**src/rtl/mem_port_arbiter_pkg.sv**
```systemverilog
// Shared encodings for the unified-memory port arbiter: FSM states, grant owner,
// and a saturating increment used by the fetch starvation counter.
package mem_port_arbiter_pkg;

    typedef enum logic [1:0] {
        ST_IDLE  = 2'd0,
        ST_ISSUE = 2'd1,
        ST_WAIT  = 2'd2,
        ST_RESP  = 2'd3
    } state_t;

    typedef enum logic {
        GRANT_FETCH = 1'b0,
        GRANT_DATA  = 1'b1
    } grant_t;

    function automatic int sat_inc(input int value, input int limit);
        if (value >= limit) begin
            return limit;
        end else begin
            return value + 32'sd1;
        end
    endfunction

endpackage

```
**src/rtl/mem_port_arbiter_arb_latency_counter.sv**
```systemverilog
// Down-counter timing the fixed memory latency; done marks the cycle in which
// the memory read data is valid.
module arb_latency_counter #(
    parameter int LATENCY = 2
) (
    input  logic clock,
    input  logic reset,
    input  logic load,
    input  logic dec,
    output logic done
);

    localparam int CW = $clog2(LATENCY + 1);

    logic [CW-1:0] count_r;

    // Load on issue, count down while waiting, park at zero.
    always_ff @(posedge clock) begin
        if (!reset) begin
            count_r <= '0;
        end else if (load) begin
            count_r <= CW'(LATENCY);
        end else if (dec && (count_r != '0)) begin
            count_r <= count_r - CW'(1);
        end else begin
            count_r <= count_r;
        end
    end

    assign done = (count_r == CW'(1));

endmodule

```
**src/rtl/mem_port_arbiter.sv**
```systemverilog
// Shares one fixed-latency single-port memory between instruction fetch and the
// data stage: data wins arbitration unless fetch has been starved STARVE_LIMIT times.
module mem_port_arbiter
    import mem_port_arbiter_pkg::*;
#(
    parameter int ADDR_W       = 32,
    parameter int DATA_W       = 32,
    parameter int MEM_LATENCY  = 2,
    parameter int STARVE_LIMIT = 4
) (
    input  logic              clock,
    input  logic              reset,
    input  logic              if_req,
    input  logic [ADDR_W-1:0] if_addr,
    output logic              if_ready,
    output logic [DATA_W-1:0] if_rdata,
    input  logic              dm_req,
    input  logic              dm_we,
    input  logic [ADDR_W-1:0] dm_addr,
    input  logic [DATA_W-1:0] dm_wdata,
    output logic              dm_ready,
    output logic [DATA_W-1:0] dm_rdata,
    output logic              mem_en,
    output logic              mem_we,
    output logic [ADDR_W-1:0] mem_addr,
    output logic [DATA_W-1:0] mem_wdata,
    input  logic [DATA_W-1:0] mem_rdata,
    output logic              busy
);

    localparam int SW = $clog2(STARVE_LIMIT + 1);

    state_t            state_r, next_state_s;
    grant_t            grant_r, grant_s;
    logic              we_r;
    logic [SW-1:0]     starve_r, starve_s;
    logic              arb_s, starved_s, wait_done_s, capture_s;
    logic              if_ready_s, dm_ready_s, mem_en_s, mem_we_s, busy_s;
    logic [ADDR_W-1:0] mem_addr_s;
    logic [DATA_W-1:0] mem_wdata_s, if_rdata_s, dm_rdata_s;

    assign arb_s     = (state_r == ST_IDLE) && (if_req || dm_req);
    assign starved_s = (starve_r == SW'(STARVE_LIMIT));

    arb_latency_counter #(.LATENCY(MEM_LATENCY)) u_wait_cnt (
        .clock (clock),
        .reset (reset),
        .load  (state_r == ST_ISSUE),
        .dec   (state_r == ST_WAIT),
        .done  (wait_done_s)
    );

    // FSM state register.
    always_ff @(posedge clock) begin
        if (!reset) begin
            state_r <= ST_IDLE;
        end else begin
            state_r <= next_state_s;
        end
    end

    // FSM next-state logic.
    always_comb begin
        next_state_s = state_r;
        case (state_r)
            ST_IDLE: begin
                if (arb_s) next_state_s = ST_ISSUE;
                else       next_state_s = ST_IDLE;
            end
            ST_ISSUE: next_state_s = ST_WAIT;
            ST_WAIT: begin
                if (wait_done_s) next_state_s = ST_RESP;
                else             next_state_s = ST_WAIT;
            end
            ST_RESP: next_state_s = ST_IDLE;
            default: next_state_s = ST_IDLE;
        endcase
    end

    // Arbitration: data first, fetch when it is the only requester or is starved.
    always_comb begin
        grant_s  = grant_r;
        starve_s = starve_r;
        if (arb_s) begin
            if (if_req && (!dm_req || starved_s)) begin
                grant_s  = GRANT_FETCH;
                starve_s = '0;
            end else begin
                grant_s = GRANT_DATA;
                if (if_req) starve_s = SW'(sat_inc(int'(starve_r), STARVE_LIMIT));
                else        starve_s = '0;
            end
        end else begin
            grant_s  = grant_r;
            starve_s = starve_r;
        end
    end

    // Grant, write flag and starvation count are latched only at arbitration.
    always_ff @(posedge clock) begin
        if (!reset) begin
            grant_r  <= GRANT_FETCH;
            we_r     <= 1'b0;
            starve_r <= '0;
        end else begin
            grant_r  <= grant_s;
            we_r     <= arb_s ? ((grant_s == GRANT_DATA) && dm_we) : we_r;
            starve_r <= starve_s;
        end
    end

    // Output next-values; the access strobe is issued from the arbitration cycle.
    always_comb begin
        mem_en_s  = arb_s;
        mem_we_s  = arb_s && (grant_s == GRANT_DATA) && dm_we;
        capture_s = (state_r == ST_WAIT) && wait_done_s;
        if (arb_s) begin
            mem_addr_s  = (grant_s == GRANT_DATA) ? dm_addr : if_addr;
            mem_wdata_s = (grant_s == GRANT_DATA) ? dm_wdata : mem_wdata;
        end else begin
            mem_addr_s  = mem_addr;
            mem_wdata_s = mem_wdata;
        end
        if_rdata_s = if_rdata;
        dm_rdata_s = dm_rdata;
        if (capture_s && (grant_r == GRANT_FETCH)) begin
            if_rdata_s = mem_rdata;
        end else if (capture_s && !we_r) begin
            dm_rdata_s = mem_rdata;
        end else begin
            if_rdata_s = if_rdata;
            dm_rdata_s = dm_rdata;
        end
        if_ready_s = (next_state_s == ST_RESP) && (grant_r == GRANT_FETCH);
        dm_ready_s = (next_state_s == ST_RESP) && (grant_r == GRANT_DATA);
        busy_s     = (next_state_s != ST_IDLE);
    end

    // Output registers.
    always_ff @(posedge clock) begin
        if (!reset) begin
            if_ready  <= 1'b0;
            dm_ready  <= 1'b0;
            if_rdata  <= '0;
            dm_rdata  <= '0;
            mem_en    <= 1'b0;
            mem_we    <= 1'b0;
            mem_addr  <= '0;
            mem_wdata <= '0;
            busy      <= 1'b0;
        end else begin
            if_ready  <= if_ready_s;
            dm_ready  <= dm_ready_s;
            if_rdata  <= if_rdata_s;
            dm_rdata  <= dm_rdata_s;
            mem_en    <= mem_en_s;
            mem_we    <= mem_we_s;
            mem_addr  <= mem_addr_s;
            mem_wdata <= mem_wdata_s;
            busy      <= busy_s;
        end
    end

endmodule

```
**config.mk**
```make
export PLATFORM = sky130hd
export DESIGN_NAME = mem_port_arbiter
export DESIGN_NICKNAME = d
export VERILOG_FILES = /design/src/rtl/mem_port_arbiter_pkg.sv /design/src/rtl/mem_port_arbiter_arb_latency_counter.sv /design/src/rtl/mem_port_arbiter.sv
export SDC_FILE = /design/constraint.sdc
export NUM_CORES = 1
export LEC_CHECK = 0
export BUFFER_PORTS_ARGS = -buffer_cell sky130_fd_sc_hd__buf_2
export CAP_MARGIN = 20
export CORE_MARGIN = 5
export CORE_UTILIZATION = 40
export DETAILED_ROUTE_END_ITERATION = 7
export GPL_ROUTABILITY_DRIVEN = 0
export PLACE_DENSITY = 0.8
export SYNTH_ARGS = -nofsm -noshare
export SYNTH_HDL_FRONTEND = slang
export SYNTH_HIERARCHICAL = 1
export SYNTH_SLANG_ARGS = --single-unit
```
**constraint.sdc**
```tcl
create_clock -name clock -period 1.7 [get_ports clock]
set_input_delay 0.085 -clock clock [delete_from_list [all_inputs] [get_ports clock]]
set_output_delay 0.085 -clock clock [all_outputs]
set_load 0.02 [all_outputs]
```
==> flow_summary.toml, run 1 <==
[placement]
port_buffers = 265
dpl_cell_area_sq_mm = 0.00733
dp_slack_ns = 0.167
hpwlAfterDp_um = 11900

[clock_tree]
cts_max_level = 4
clkLatencyLatePin_ns = 0.41
cts.path.max_buffers = 2
clkTransAtPathRegs_ns = 0.06
clkSinkCount = 142
cts.root.buffer_cell = "sky130_fd_sc_hd__clkbuf_16"
cts_made_buffers = 17
post_cts.repair.setup_buffers = 0
clock_tree_from_tritoncts = "built"

[pwr]
intPower_mw = 6.86
sw_frac_of_total_pct = 27.0
static-leakage-power_nw = 4.06
power_frac_clock_pct = 41.5
vdd_ir_drop_max_mv = 0.562
p_seq_share_pct = 39.2
comb_power_share_pct = 19.4
power-per-cell-area_mw_per_mm2 = 1020
switching_power_summed_over_all_nets_mw = 2.54

[synthesis]
synth.distinct_cells = 36
synthesized_instance_count = 675
synth_fp_nets = 815
synth.yosys.warnings = 6
synth_seq_cells = 142
yosys.area.top_type = "sky130_fd_sc_hd__dfxtp_1"
mappedNetlistArea_sq_mm = 0.00582
synth-seq-area-share_pct = 48.9
yosys.area.top_type_share_pct = 48.9
synth_edf_count = 0
synth.area.top_cells = "sky130_fd_sc_hd__dfxtp_1, sky130_fd_sc_hd__nand2_1, sky130_fd_sc_hd__o21ai_0"
synth-async-reset-ratio_pct = 0
dominantRegCellSynth = "sky130_fd_sc_hd__dfxtp_1"
ys_top_cells_by_count = "sky130_fd_sc_hd__dfxtp_1, sky130_fd_sc_hd__nand2_1, sky130_fd_sc_hd__o21ai_0, sky130_fd_sc_hd__a21boi_1, sky130_fd_sc_hd__a21boi_0"
post-synth-top-count-cell = "sky130_fd_sc_hd__dfxtp_1"
syn_avg_cell_area_sq_um = 8.62

[floorplanning]
initial_core_util_pct = 40.3
die-width_um = 131
rows = 44
dieArea_sq_mm = 0.0171
floorplan.die.height_um = 131
core_sq_mm = 0.0144
ios = 266

[drt]
first_pass_iters = 5
drc_errors = 0
initialDrtViolationCount = 466
via_per_inst = 5.35
drt-total-wl_um = 21000
via_count = 6620
wire_length_per_cell_after_detailed_routing_um = 16.9
remaining_number_of_nets_flagged_by_the_antenna_check_after_routing = 0

[layout]
area_growth_syn_to_layout_pct = 58.8
cell_area_after_layout_sq_mm = 0.00924
layout-drive-gt1-share_pct = 30.5
nNetsFinal = 1179

[sta]
grt_setup_unrepaired = "false"
final_worst_setup_slack_ns = 0.0618
report.final.slew_viol_count = 0
worstMarginPinSlew_ns = 0.429
setup-tns-final_ns = 0
fin_skew_ns = 0.0103
period_share_pct = 96.4
finalWorstPathRequiredPeriod_ns = 1.64
timing_hold_violations_final = 0
worst_case_headroom_to_the_max_slew_limit_pct = 71.4
max_freq_mhz = 610
setup-violations-final = 0

[worst_setup_path]
critical_path.n_buffers_inverters = 2
crit_slowest_cell = "sky130_fd_sc_hd__dfxtp_1"
timing.setup.critical_path_class = "register to register"
logic_depth_of_the_worst_setup_path_including_buffers = 6
start_kind = "register"
worstPathCellList = "inv_1, ha_1, and2_1, buf_12, a31oi_1, a21oi_1"
worst-path-max-fanout = 35
worst-r2r-cell-count = 6
timing.critical_path.required_ns = 1.98
end_kind = "register"
worst_path_dominant_cell_family = "compound AO/OA/AOI/OAI gates"
worst_ep_arrival_time_ns = 1.92
cpPeakStageDelay_ns = 0.34

[hold_path]
hold_path_depth = 3
min-delay-path-class = "input port to register"

[run_status]
status = "finished clean"

[global_route]
via_count_of_the_first_global_routing_pass = 6473
first_pass_grt_wire_length_um = 32000
globalRoute.totalOverflow = 0
total_routing_usage_reported_by_global_routing_pct = 23.6
grt_start_max_net_pins = 58
grt_antenna_before_repair = 0

[job]
maxCapViolations = 0
[worst paths after layout]
kind	startpoint	end	slack (ns)
worst min register to register	dm_rdata[9]	dm_rdata[9]	0.45
worst min-delay path	if_addr[18]	mem_addr[18]	0.04
worst max-delay path	state_r[0]	mem_addr[25]	0.06
worst max register to register	state_r[0]	mem_addr[25]	0.06
[state kept, by name, indices dropped and copies added, names as in the netlist, 2 cells and up]
name,cells
dm_rdata,32
if_rdata,32
mem_addr,32
mem_wdata,32
starve_r,3
state_r,2
u_wait_cnt/count_r,2
[stage by stage]
stage | cells | hold slack, ns | utilization (%) | power (mW)
after floorplan | 675 | 0.203 | - | 4.66
after global placement | 1077 | 0.338 | 50.8 | 5.23
after detailed placement | 1077 | 0.342 | 50.8 | 5.25
after CTS | 1236 | 0.00631 | 64.0 | 9.39
after global routing | 1236 | 0.0395 | 64.0 | 9.77
final | 1237 | 0.0362 | 64.1 | 9.39
[power groups by stage]
stage / sequential, mW / clock [mW] / combinational, mW
after floorplan: 3.97 / 0 / 0.691
after global placement: 3.73 / 0 / 1.50
after detailed placement: 3.73 / 0 / 1.52
after CTS: 3.67 / 3.97 / 1.75
after global routing: 3.70 / 4.12 / 1.95
final: 3.68 / 3.90 / 1.82
[logic make-up after synthesis]
kind of cell / after synthesis / synth area share [%]
buffers and inverters: 71 / 6.45
DFF: 142 / 48.9
adders and majority gates: 7 / 1.51
and+or+nand+nor: 183 / 13.9
muxes: 1 / 0.172
AOI/OAI and AO/OA: 270 / 29.0
xor gates and xnor gates: 1 / 0.151
[placed cells by master (no fill, tap or decap), types with 3 or more instances in the layout]
master,n
sky130_fd_sc_hd__clkbuf_8,5
sky130_fd_sc_hd__a21boi_1,58
sky130_fd_sc_hd__a31oi_1,32
sky130_fd_sc_hd__ha_1,7
sky130_fd_sc_hd__clkinv_2,3
sky130_fd_sc_hd__inv_1,7
sky130_fd_sc_hd__dlygate4sd3_1,127
sky130_fd_sc_hd__buf_12,14
sky130_fd_sc_hd__bufinv_16,3
sky130_fd_sc_hd__o21ai_1,7
sky130_fd_sc_hd__buf_2,264
sky130_fd_sc_hd__buf_4,4
sky130_fd_sc_hd__nand4b_1,3
sky130_fd_sc_hd__dfxtp_1,142
sky130_fd_sc_hd__nand3_1,33
sky130_fd_sc_hd__o21ai_0,90
sky130_fd_sc_hd__clkbuf_16,17
sky130_fd_sc_hd__a21oi_1,35
sky130_fd_sc_hd__nand2_1,132
sky130_fd_sc_hd__a21boi_0,41
sky130_fd_sc_hd__and2_1,4
[worst register-to-register path, stage by stage (launching register included)]
cell                      delay, ns
sky130_fd_sc_hd__dfxtp_1       0.34
sky130_fd_sc_hd__inv_1         0.07
sky130_fd_sc_hd__ha_1          0.30
sky130_fd_sc_hd__and2_1        0.23
sky130_fd_sc_hd__buf_12        0.18
sky130_fd_sc_hd__a31oi_1       0.27
sky130_fd_sc_hd__a21oi_1       0.13
[timing repair]
| item | in CTS | in global routing |
|---|---|---|
| hold endpoints to repair | 128 | 0 |
| hold buffers | 127 | 0 |
| endpoints found under the setup margin | 0 | 8 |
| resized for setup | 0 | 3 |
[area by class of cell]
type                            count  area [sq um]
Multi-Input combinational cell    462          2610
Fill cell                        1102          5180
Clock buffer                       23           498
Inverter                            7          26.3
Timing Repair Buffer              409          2900
Clock inverter                      9           130
Sequential cell                   142          2840
Tap cell                          184           230
Antenna cell                        1          2.50
[per-layer routing]
layer / vias up / wire (um) / global-route usage [%]
met2: 421 / 9760 / 38.5
met1: 3047 / 7930 / 27.3
met3: 80 / 2320 / 7.80
met4: 0 / 961 / 13.2
li1: 3072 / - / -
met5: - / 0 / 0
Power figures use the tool's default switching activity.
==> run 2, diff against run 1 <==
- BUFFER_PORTS_ARGS: -buffer_cell sky130_fd_sc_hd__buf_2 -> unset
- DONT_BUFFER_PORTS: unset -> 1
- PLACE_DENSITY: 0.8 -> 0.64
==> flow_summary.toml, run 2 (synthesized netlist as in run 1, its figures left out) <==
[clock_tree]
cts_max_level = 4
post_cts.repair.setup_buffers = 0
cts.path.max_buffers = 2
clkSinkCount = 142
cts.root.buffer_cell = "sky130_fd_sc_hd__clkbuf_16"
clkLatencyLatePin_ns = 0.41
clock_tree_from_tritoncts = "built"
clkTransAtPathRegs_ns = 0.06
cts_made_buffers = 17

[layout]
final-seq-area_sq_mm = 0.00284
layout-drive-gt1-share_pct = 7.41
layout.cells.most_common = "sky130_fd_sc_hd__dfxtp_1"
final_cell_mix = "sky130_fd_sc_hd__dfxtp_1, sky130_fd_sc_hd__nand2_1, sky130_fd_sc_hd__dlygate4sd3_1, sky130_fd_sc_hd__o21ai_0, sky130_fd_sc_hd__a21boi_1"
multiInputGateArea_sq_mm = 0.00261
instances_no_fill = 941
layout.filler_cells = 1272
nNetsFinal = 883
area_growth_syn_to_layout_pct = 29.0

[worst_setup_path]
worst-path-max-fanout = 23
end_kind = "register"
start_kind = "register"
regToRegSetupSlack_ns = 0.11
timing.setup.critical_path_class = "register to register"
worstPathCellList = "inv_1, ha_1, a21bo_1, buf_4, a31oi_1, a21oi_1"
cpPeakStageDelay_ns = 0.36
worst_ep_arrival_time_ns = 1.89
crit_slowest_cell = "sky130_fd_sc_hd__dfxtp_1"
timing.critical_path.required_ns = 2.00

[placement]
hpwlAfterDp_um = 11300
port_buffers = 0
dp_slack_ns = 0.0969
placedCellCount = 813

[sta]
fin_skew_ns = 0.00764
report.final.slew_viol_count = 0
max_freq_mhz = 628
tightest_hold_margin_ns = -0.168
setup-violations-final = 0
final_worst_setup_slack_ns = 0.108
finalWorstPathRequiredPeriod_ns = 1.59
worstMarginPinSlew_ns = 0.366
worst_case_headroom_to_the_max_slew_limit_pct = 75.5
timing_hold_violations_final = 138
period_share_pct = 93.7
setup-tns-final_ns = 0
grt_setup_unrepaired = "false"

[global_route]
grt_antenna_before_repair = 0
first_pass_grt_wire_length_um = 25600
grt_start_max_net_pins = 140
via_count_of_the_first_global_routing_pass = 5087
total_routing_usage_reported_by_global_routing_pct = 19.0
globalRoute.totalOverflow = 0

[pwr]
power-per-cell-area_mw_per_mm2 = 1140
static-leakage-power_nw = 2.65
vdd_ir_drop_max_mv = 0.660

[drt]
initialDrtViolationCount = 355
routed-wl-met3_um = 2050
drt-total-wl_um = 17700
met2_wirelength_um = 8620
drc_errors = 0
length_of_routed_wiring_on_met1_um = 6510
top_signal_layer_used = "met4"
via_count = 5352
remaining_number_of_nets_flagged_by_the_antenna_check_after_routing = 0
first_pass_iters = 6
wire_length_per_cell_after_detailed_routing_um = 18.8
via_per_inst = 5.69

[floorplanning]
dieArea_sq_mm = 0.0171
initial_core_util_pct = 40.3
ios = 266
rows = 44
die-width_um = 131
floorplan.die.height_um = 131
core_sq_mm = 0.0144

[run_status]
violations = "negative hold slack"
status = "finished, violations left"

[hold_path]
min-delay-path-class = "input port to register"

[job]
maxCapViolations = 0
-- run 2: what timing repair did --
action                                 in CTS  in global routing
hold buffers                               82                 13
resized for setup                           0                  1
setup endpoints to repair                   0                 14
endpoints found under the hold margin     140                140
-- run 2: metal layers --
layer	up-vias	track usage, %
met5	-	0
met4	0	10.5
met3	51	7.32
met2	364	32.5
met1	2456	20.1
li1	2481	-
-- run 2: cell type report --
class                      instances  area share (%)
sequential                       142            37.9
multi-input combinational        462            34.7
timing repair buffer             113            16.3
clock buffer                      23            6.50
tap                              184            3.07
clock inverter                     9            1.13
inverter                           7           0.350
antenna                            1          0.0333
-- run 2: path summary, 6_finish.rpt --
check | from | endpoint | depth (start not counted)
setup / recovery | starve_r[0] | mem_addr[13] | 6
hold / removal | reset | mem_wdata[21] | 1
setup reg to reg | starve_r[0] | mem_addr[13] | 6
hold reg to reg | starve_r[1] | starve_r[1] | 2
-- run 2: worst max-delay path, delay by kind of cell (launching register included) --
kind | cells | cell delay [ns]
AO/OA/AOI/OAI | 3 | 0.54
flip-flops | 1 | 0.36
buffers and inverters | 2 | 0.30
adder cells (fa/ha/maj) | 1 | 0.27
-- run 2: metrics by stage --
step / hold slack [ns] / total power [mW] / cell area [sq um] / util [%]
6_report: -0.168 / 8.59 / 7500 / 52.0
2_1_floorplan: 0.203 / 4.66 / 5820 / -
5_1_grt: -0.183 / 8.93 / 7500 / 52.0
4_1_cts: -0.215 / 8.61 / 7370 / 51.1
3_5_place_dp: 0.222 / 4.87 / 5970 / 41.4
3_3_place_gp: 0.220 / 4.83 / 5970 / 41.4
-- run 2: power breakdown --
part / internal [mW] / switching [mW]
Sequential: 3.55 / 0.417
Combinational: 0.507 / 0.550
Clock: 2.16 / 1.40
Total: 6.23 / 2.36
